===== config.mk =====
export PLATFORM = sky130hd
export DESIGN_NAME = instr_fetch
export DESIGN_NICKNAME = d
export VERILOG_FILES = /design/src/rtl/instr_fetch.sv
export SDC_FILE = /design/constraint.sdc
export NUM_CORES = 1
export LEC_CHECK = 0
export ABC_AREA = 0
export CORE_ASPECT_RATIO = 1.5
export CORE_MARGIN = 5
export CORE_UTILIZATION = 40
export DETAILED_ROUTE_END_ITERATION = 12
export PLACE_DENSITY_LB_ADDON = 0.08
export RECOVER_POWER = 25
export SLEW_MARGIN = 0
export SYNTH_ARGS = -nofsm -noshare
export SYNTH_HDL_FRONTEND = slang
export SYNTH_SLANG_ARGS = --single-unit

===== constraint.sdc =====
create_clock -name clk -period 2.9 [get_ports clk]
set_input_delay 0.58 -clock clk [delete_from_list [all_inputs] [get_ports clk]]
set_output_delay 0.58 -clock clk [all_outputs]
set_load 0.02 [all_outputs]

===== src/rtl/instr_fetch.sv =====
// ---------------------------------------------------------------------------
// instr_fetch
//
// Single-outstanding-request instruction fetch unit. One word is fetched at a
// time from an instruction memory with a one-cycle acknowledge. The word is
// presented to the decoder together with its address, held while the decoder
// stalls, and the PC then advances by 4 or follows a branch/jump redirect.
// A redirect that arrives while a memory request is still outstanding is
// remembered and applied once that request has been acknowledged. A redirect
// to a target that is not word-aligned parks the unit in a trap state until
// an aligned redirect arrives.
//
// Parameters
//   RESET_PC     first fetch address after reset
//
// Ports
//   clk          clock, all state changes on the rising edge
//   rst_n        synchronous active-low reset
//   imem_req     instruction memory read request
//   imem_addr    word-aligned fetch address, stable while imem_req is high
//   imem_ack     one-cycle acknowledge, imem_rdata valid in the same cycle
//   imem_rdata   fetched instruction word
//   redirect     one-cycle PC change request from branch/jump resolution
//   redirect_pc  redirect target, sampled when redirect is high
//   stall        decoder busy: hold the presented instruction
//   instr        instruction word for the decoder
//   instr_pc     address of instr
//   instr_valid  instr/instr_pc are valid
//   misaligned   last redirect target was not word-aligned (trap state)
// ---------------------------------------------------------------------------
module instr_fetch #(
  parameter logic [31:0] RESET_PC = 32'h0000_0000
) (
  input  logic        clk,
  input  logic        rst_n,
  output logic        imem_req,
  output logic [31:0] imem_addr,
  input  logic        imem_ack,
  input  logic [31:0] imem_rdata,
  input  logic        redirect,
  input  logic [31:0] redirect_pc,
  input  logic        stall,
  output logic [31:0] instr,
  output logic [31:0] instr_pc,
  output logic        instr_valid,
  output logic        misaligned
);

  // State encoding
  localparam logic [1:0] ST_FETCH = 2'd0;  // request outstanding at pc
  localparam logic [1:0] ST_VALID = 2'd1;  // word presented to the decoder
  localparam logic [1:0] ST_DRAIN = 2'd2;  // stale request outstanding
  localparam logic [1:0] ST_TRAP  = 2'd3;  // misaligned redirect target

  // Canonical RISC-V NOP (addi x0, x0, 0) shown while nothing is fetched yet
  localparam logic [31:0] NOP_INSTR = 32'h0000_0013;

  logic [1:0]  state_reg, state_next;
  logic [31:0] pc_reg, pc_next;
  logic [31:0] instr_reg, instr_next;
  logic [31:0] instr_pc_reg, instr_pc_next;
  logic [31:0] pending_reg, pending_next;

  logic [31:0] pc_plus4;
  logic        redirect_bad;
  logic [31:0] drain_target;
  logic        drain_target_bad;

  // 32-bit addition wraps naturally from 0xFFFF_FFFC to 0.
  assign pc_plus4     = pc_reg + 32'd4;
  assign redirect_bad = |redirect_pc[1:0];

  // While draining, the most recent redirect wins: a redirect in the very
  // cycle the stale data comes back is applied directly.
  assign drain_target     = redirect ? redirect_pc : pending_reg;
  assign drain_target_bad = |drain_target[1:0];

  // -------------------------------------------------------------------------
  // Next-state logic
  // -------------------------------------------------------------------------
  always_comb begin
    state_next    = state_reg;
    pc_next       = pc_reg;
    instr_next    = instr_reg;
    instr_pc_next = instr_pc_reg;
    pending_next  = pending_reg;

    case (state_reg)
      ST_FETCH: begin
        if (redirect) begin
          if (imem_ack) begin
            // Data for the old pc arrives with the redirect: drop it and
            // move straight on (the request is complete, nothing to drain).
            if (redirect_bad) begin
              state_next = ST_TRAP;
            end else begin
              pc_next    = redirect_pc;
              state_next = ST_FETCH;
            end
          end else begin
            // Request still in flight: keep the address stable and wait for
            // its acknowledge before switching to the new target.
            pending_next = redirect_pc;
            state_next   = ST_DRAIN;
          end
        end else if (imem_ack) begin
          instr_next    = imem_rdata;
          instr_pc_next = pc_reg;
          state_next    = ST_VALID;
        end
      end

      ST_VALID: begin
        // Redirect has priority over stall; imem_ack is ignored here.
        if (redirect) begin
          if (redirect_bad) begin
            state_next = ST_TRAP;
          end else begin
            pc_next    = redirect_pc;
            state_next = ST_FETCH;
          end
        end else if (!stall) begin
          pc_next    = pc_plus4;
          state_next = ST_FETCH;
        end
      end

      ST_DRAIN: begin
        if (redirect) begin
          pending_next = redirect_pc;
        end
        if (imem_ack) begin
          // Returned word belongs to the abandoned path and is discarded.
          if (drain_target_bad) begin
            state_next = ST_TRAP;
          end else begin
            pc_next    = drain_target;
            state_next = ST_FETCH;
          end
        end
      end

      ST_TRAP: begin
        // Only an aligned redirect leaves the trap; imem_ack is ignored.
        if (redirect && !redirect_bad) begin
          pc_next    = redirect_pc;
          state_next = ST_FETCH;
        end
      end

      default: begin
        state_next = ST_FETCH;
      end
    endcase
  end

  // -------------------------------------------------------------------------
  // State registers
  // -------------------------------------------------------------------------
  always_ff @(posedge clk) begin
    if (!rst_n) begin
      state_reg    <= ST_FETCH;
      pc_reg       <= RESET_PC;
      instr_reg    <= NOP_INSTR;
      instr_pc_reg <= RESET_PC;
      pending_reg  <= 32'h0000_0000;
    end else begin
      state_reg    <= state_next;
      pc_reg       <= pc_next;
      instr_reg    <= instr_next;
      instr_pc_reg <= instr_pc_next;
      pending_reg  <= pending_next;
    end
  end

  // -------------------------------------------------------------------------
  // Outputs
  // -------------------------------------------------------------------------
  // The request is gated by rst_n so it is low for the whole reset period and
  // rises in the very first cycle with rst_n high (state is already FETCH).
  assign imem_req    = rst_n && ((state_reg == ST_FETCH) || (state_reg == ST_DRAIN));
  assign imem_addr   = pc_reg;
  assign instr       = instr_reg;
  assign instr_pc    = instr_pc_reg;
  assign instr_valid = (state_reg == ST_VALID);
  assign misaligned  = (state_reg == ST_TRAP);

endmodule


==> impl_metrics.yaml <==
run_status:
  status: "finished clean"
worst_setup_path:
  cp_max_fo: 3
  startpoint_type: "primary input"
  reg2reg_from: "imem_addr[19]$_SDFFE_PN0P_"
  reg2reg_to: "imem_addr[26]$_SDFFE_PN0P_"
  crit_start: "rst_n"
  critPathKind: "primary input to primary output"
  crit_path_end: "imem_req"
  r2r.worst_path.cells: 6
  worstPathArrival_ns: 2.18
  critPathCaptureType: "primary output"
  required_ns: 2.32
  r2r_slack_ns: 0.65
clock_tree:
  clk_pin_slew_ns: 0.06
  cts_hold_buf: 0
  clock-root-buffer: "clkbuf_16"
  cts_resized: 0
  ctsLongestPathBuffers: 2
  cts_buffers: 17
  clkLatencyLatePin_ns: 0.42
  post_cts_buffers: 0
  cts_tree: "built"
  htreeDepth: 4
  numClockSinks: 130
pwr:
  comb_power_share_pct: 27.3
  internal_power_uw: 3950
  p_seq_share_pct: 36.1
  peakVddDrop_v: 0.000399
  p_clk_share_pct: 36.6
  p_sw_share_pct: 33.6
  p_sw_uw: 2000
  pwr_density_cell_nw_per_um2: 670
  p_leak_uw: 0.00331
finish:
  final_common_cell: "nand2_1"
  stdcell_area_um2: 8870
  layout_common_cells: "nand2_1 (257), a21oi_1 (137), dfxtp_1 (130)"
  antennaDiodeCount: 0
  drive_gt1_share_pct: 9.87
  area_growth_pct: 42.8
  fillers: 1490
  nets: 1090
yosys:
  syn-instance-count: 850
  synth_nets: 920
  seq_area_frac_synth_pct: 41.9
  synthArstFlopShare_pct: 0
  yosysTopAreaCell: "dfxtp_1"
  ys_warn_count: 0
  ys_types: 58
  ys_seq_elements: 130
  synth_area_um2: 6210
  ys_top_cells_by_area: "dfxtp_1 (42%), nand2_1 (16%), a21oi_1 (11%)"
  synth_edf_count: 0
  synth_ff_type: "dfxtp_1"
  synth_top_area_share_pct: 41.9
  postSynthAreaPerCell_um2: 7.31
routing:
  first_pass_iters: 5
  vias_per_cell: 5.41
  drt_iter0_drc: 440
  totalWireLength_mm: 21.6
  vias: 6666
  drcViolationCount: 0
  antenna_left: 0
  avgRoutedWirePerCell_um: 17.5
placement:
  port_buffers: 167
  place_area_um2: 8290
  dpl.hpwl_mm: 15.0
  place.gp.congestion: 0.884
  place_ws_ns: 0.0664
sta:
  relSlewSlack_pct: 16.1
  slew_violations: 0
  period_share_pct: 95.3
  tns_ns: 0
  tightestPinTransition_ns: 1.26
  whs_ns: 0.448
  fin_ws_ns: 0.136
  rsz0062_at_grt: "false"
  setup_viol: 0
  final_hold_viol_count: 0
  period_minus_slack_ns: 2.76
  finClkSkew_ns: 0.0111
  fmax_mhz: 362
run:
  max_cap_violations: 0
grt:
  grt_max_degree: 103
  antenna_found_initial: 0
  grt_pass1_vias: 6364
  grt_pass1_wl_mm: 33.9
  track_usage_pct: 23.1
  grt_overflow: 0
floorplan:
  die_w_um: 112
  initial_core_util_pct: 40.9
  ios: 168
  fp.dieH_um: 163
  num_rows: 55
  die-area_um2: 18200
  core_um2: 15200
hold_path:
  worstHoldPathType: "flop to flop"
cell type report:
cell class                      count  area, um2  area share [%]
Inverter                           10       38.8           0.437
Sequential cell                   130       2600            29.3
Timing Repair Buffer              215       2050            23.1
Tap cell                          199        249            2.81
Clock inverter                     14        155            1.75
Multi-Input combinational cell    646       3330            37.6
Clock buffer                       18        439            4.95
power by group through the flow:
stage	sequential [uW]	clock [uW]	combinational, uW
after floorplan	2240	0	807
after global placement	2180	0	1630
after detailed placement	2180	0	1640
after CTS	2140	2220	1650
after global routing	2170	2290	1750
final	2140	2180	1620
cells in the mapped netlist (all sizes together), types with 2 or more instances:
cell type and number:
and2 3, o211ai 10, nand2b 3, a21o 3, o31a 3, a32o 4
nand4 5, a221oi 6, mux2i 8, nor4 6, o22ai 8, and4 3
a222oi 3, nand3 19, o21ai 33, nand3b 2, mux2 12, or4 2
o221a 2, clkbuf 56, nor2b 2, a22oi 8, nor3 17, or2 5
o31ai 4, xnor2 3, a22o 5, a21oi 137, nand2 257, nor2 36
buf 8, a31oi 8, dfxtp 130, inv 9, a211oi 4, and3 11
routing by layer:
layer / wire, um / track usage (%) / up-vias
li1: - / - / 3315
met1: 8920 / 27.6 / 3088
met2: 11000 / 41.2 / 230
met3: 1150 / 4.42 / 33
met4: 525 / 8.30 / 0
met5: 0 / 0 / -
worst min path at each step:
stage | startpoint | endpoint | cells past startpoint
after CTS | pending_reg[5]$_SDFFE_PN0P_ | pending_reg[5]$_SDFFE_PN0P_ | 2
after detailed placement | pending_reg[5]$_SDFFE_PN0P_ | pending_reg[5]$_SDFFE_PN0P_ | 2
after global routing | instr_pc[22]$_SDFFE_PN0P_ | instr_pc[22]$_SDFFE_PN0P_ | 2
after global placement | pending_reg[6]$_SDFFE_PN0P_ | pending_reg[6]$_SDFFE_PN0P_ | 2
after floorplan | pending_reg[17]$_SDFFE_PN0P_ | pending_reg[17]$_SDFFE_PN0P_ | 2
final | instr[5]$_SDFFE_PN0P_ | instr[5]$_SDFFE_PN0P_ | 2
through the flow:
step / cells / util [%] / total power (uW)
global route: 1232 / 58.3 / 6210
floorplan: 850 / - / 3040
global placement: 1200 / 54.5 / 3810
CTS: 1232 / 58.4 / 6000
finish: 1232 / 58.3 / 5940
detailed placement: 1200 / 54.5 / 3820
critical path, cell delays in order:
cell             delay, ns
dlygate4sd3_1         0.60
clkinv_2              0.09
nor2_1                0.24
clkdlybuf4s50_1       0.67
logic make-up (layout without fill, tap and decap cells):
logic type,count (synthesis),after routing,share of synthesized area [%]
mux,20,20,3.46
buf+inv,74,257,4.75
simple gates,372,372,25.2
compound gates,249,249,24.0
fa+ha+maj,1,1,0.201
xor+xnor,4,4,0.564
flops,130,130,41.9
Power figures use the tool's default switching activity.
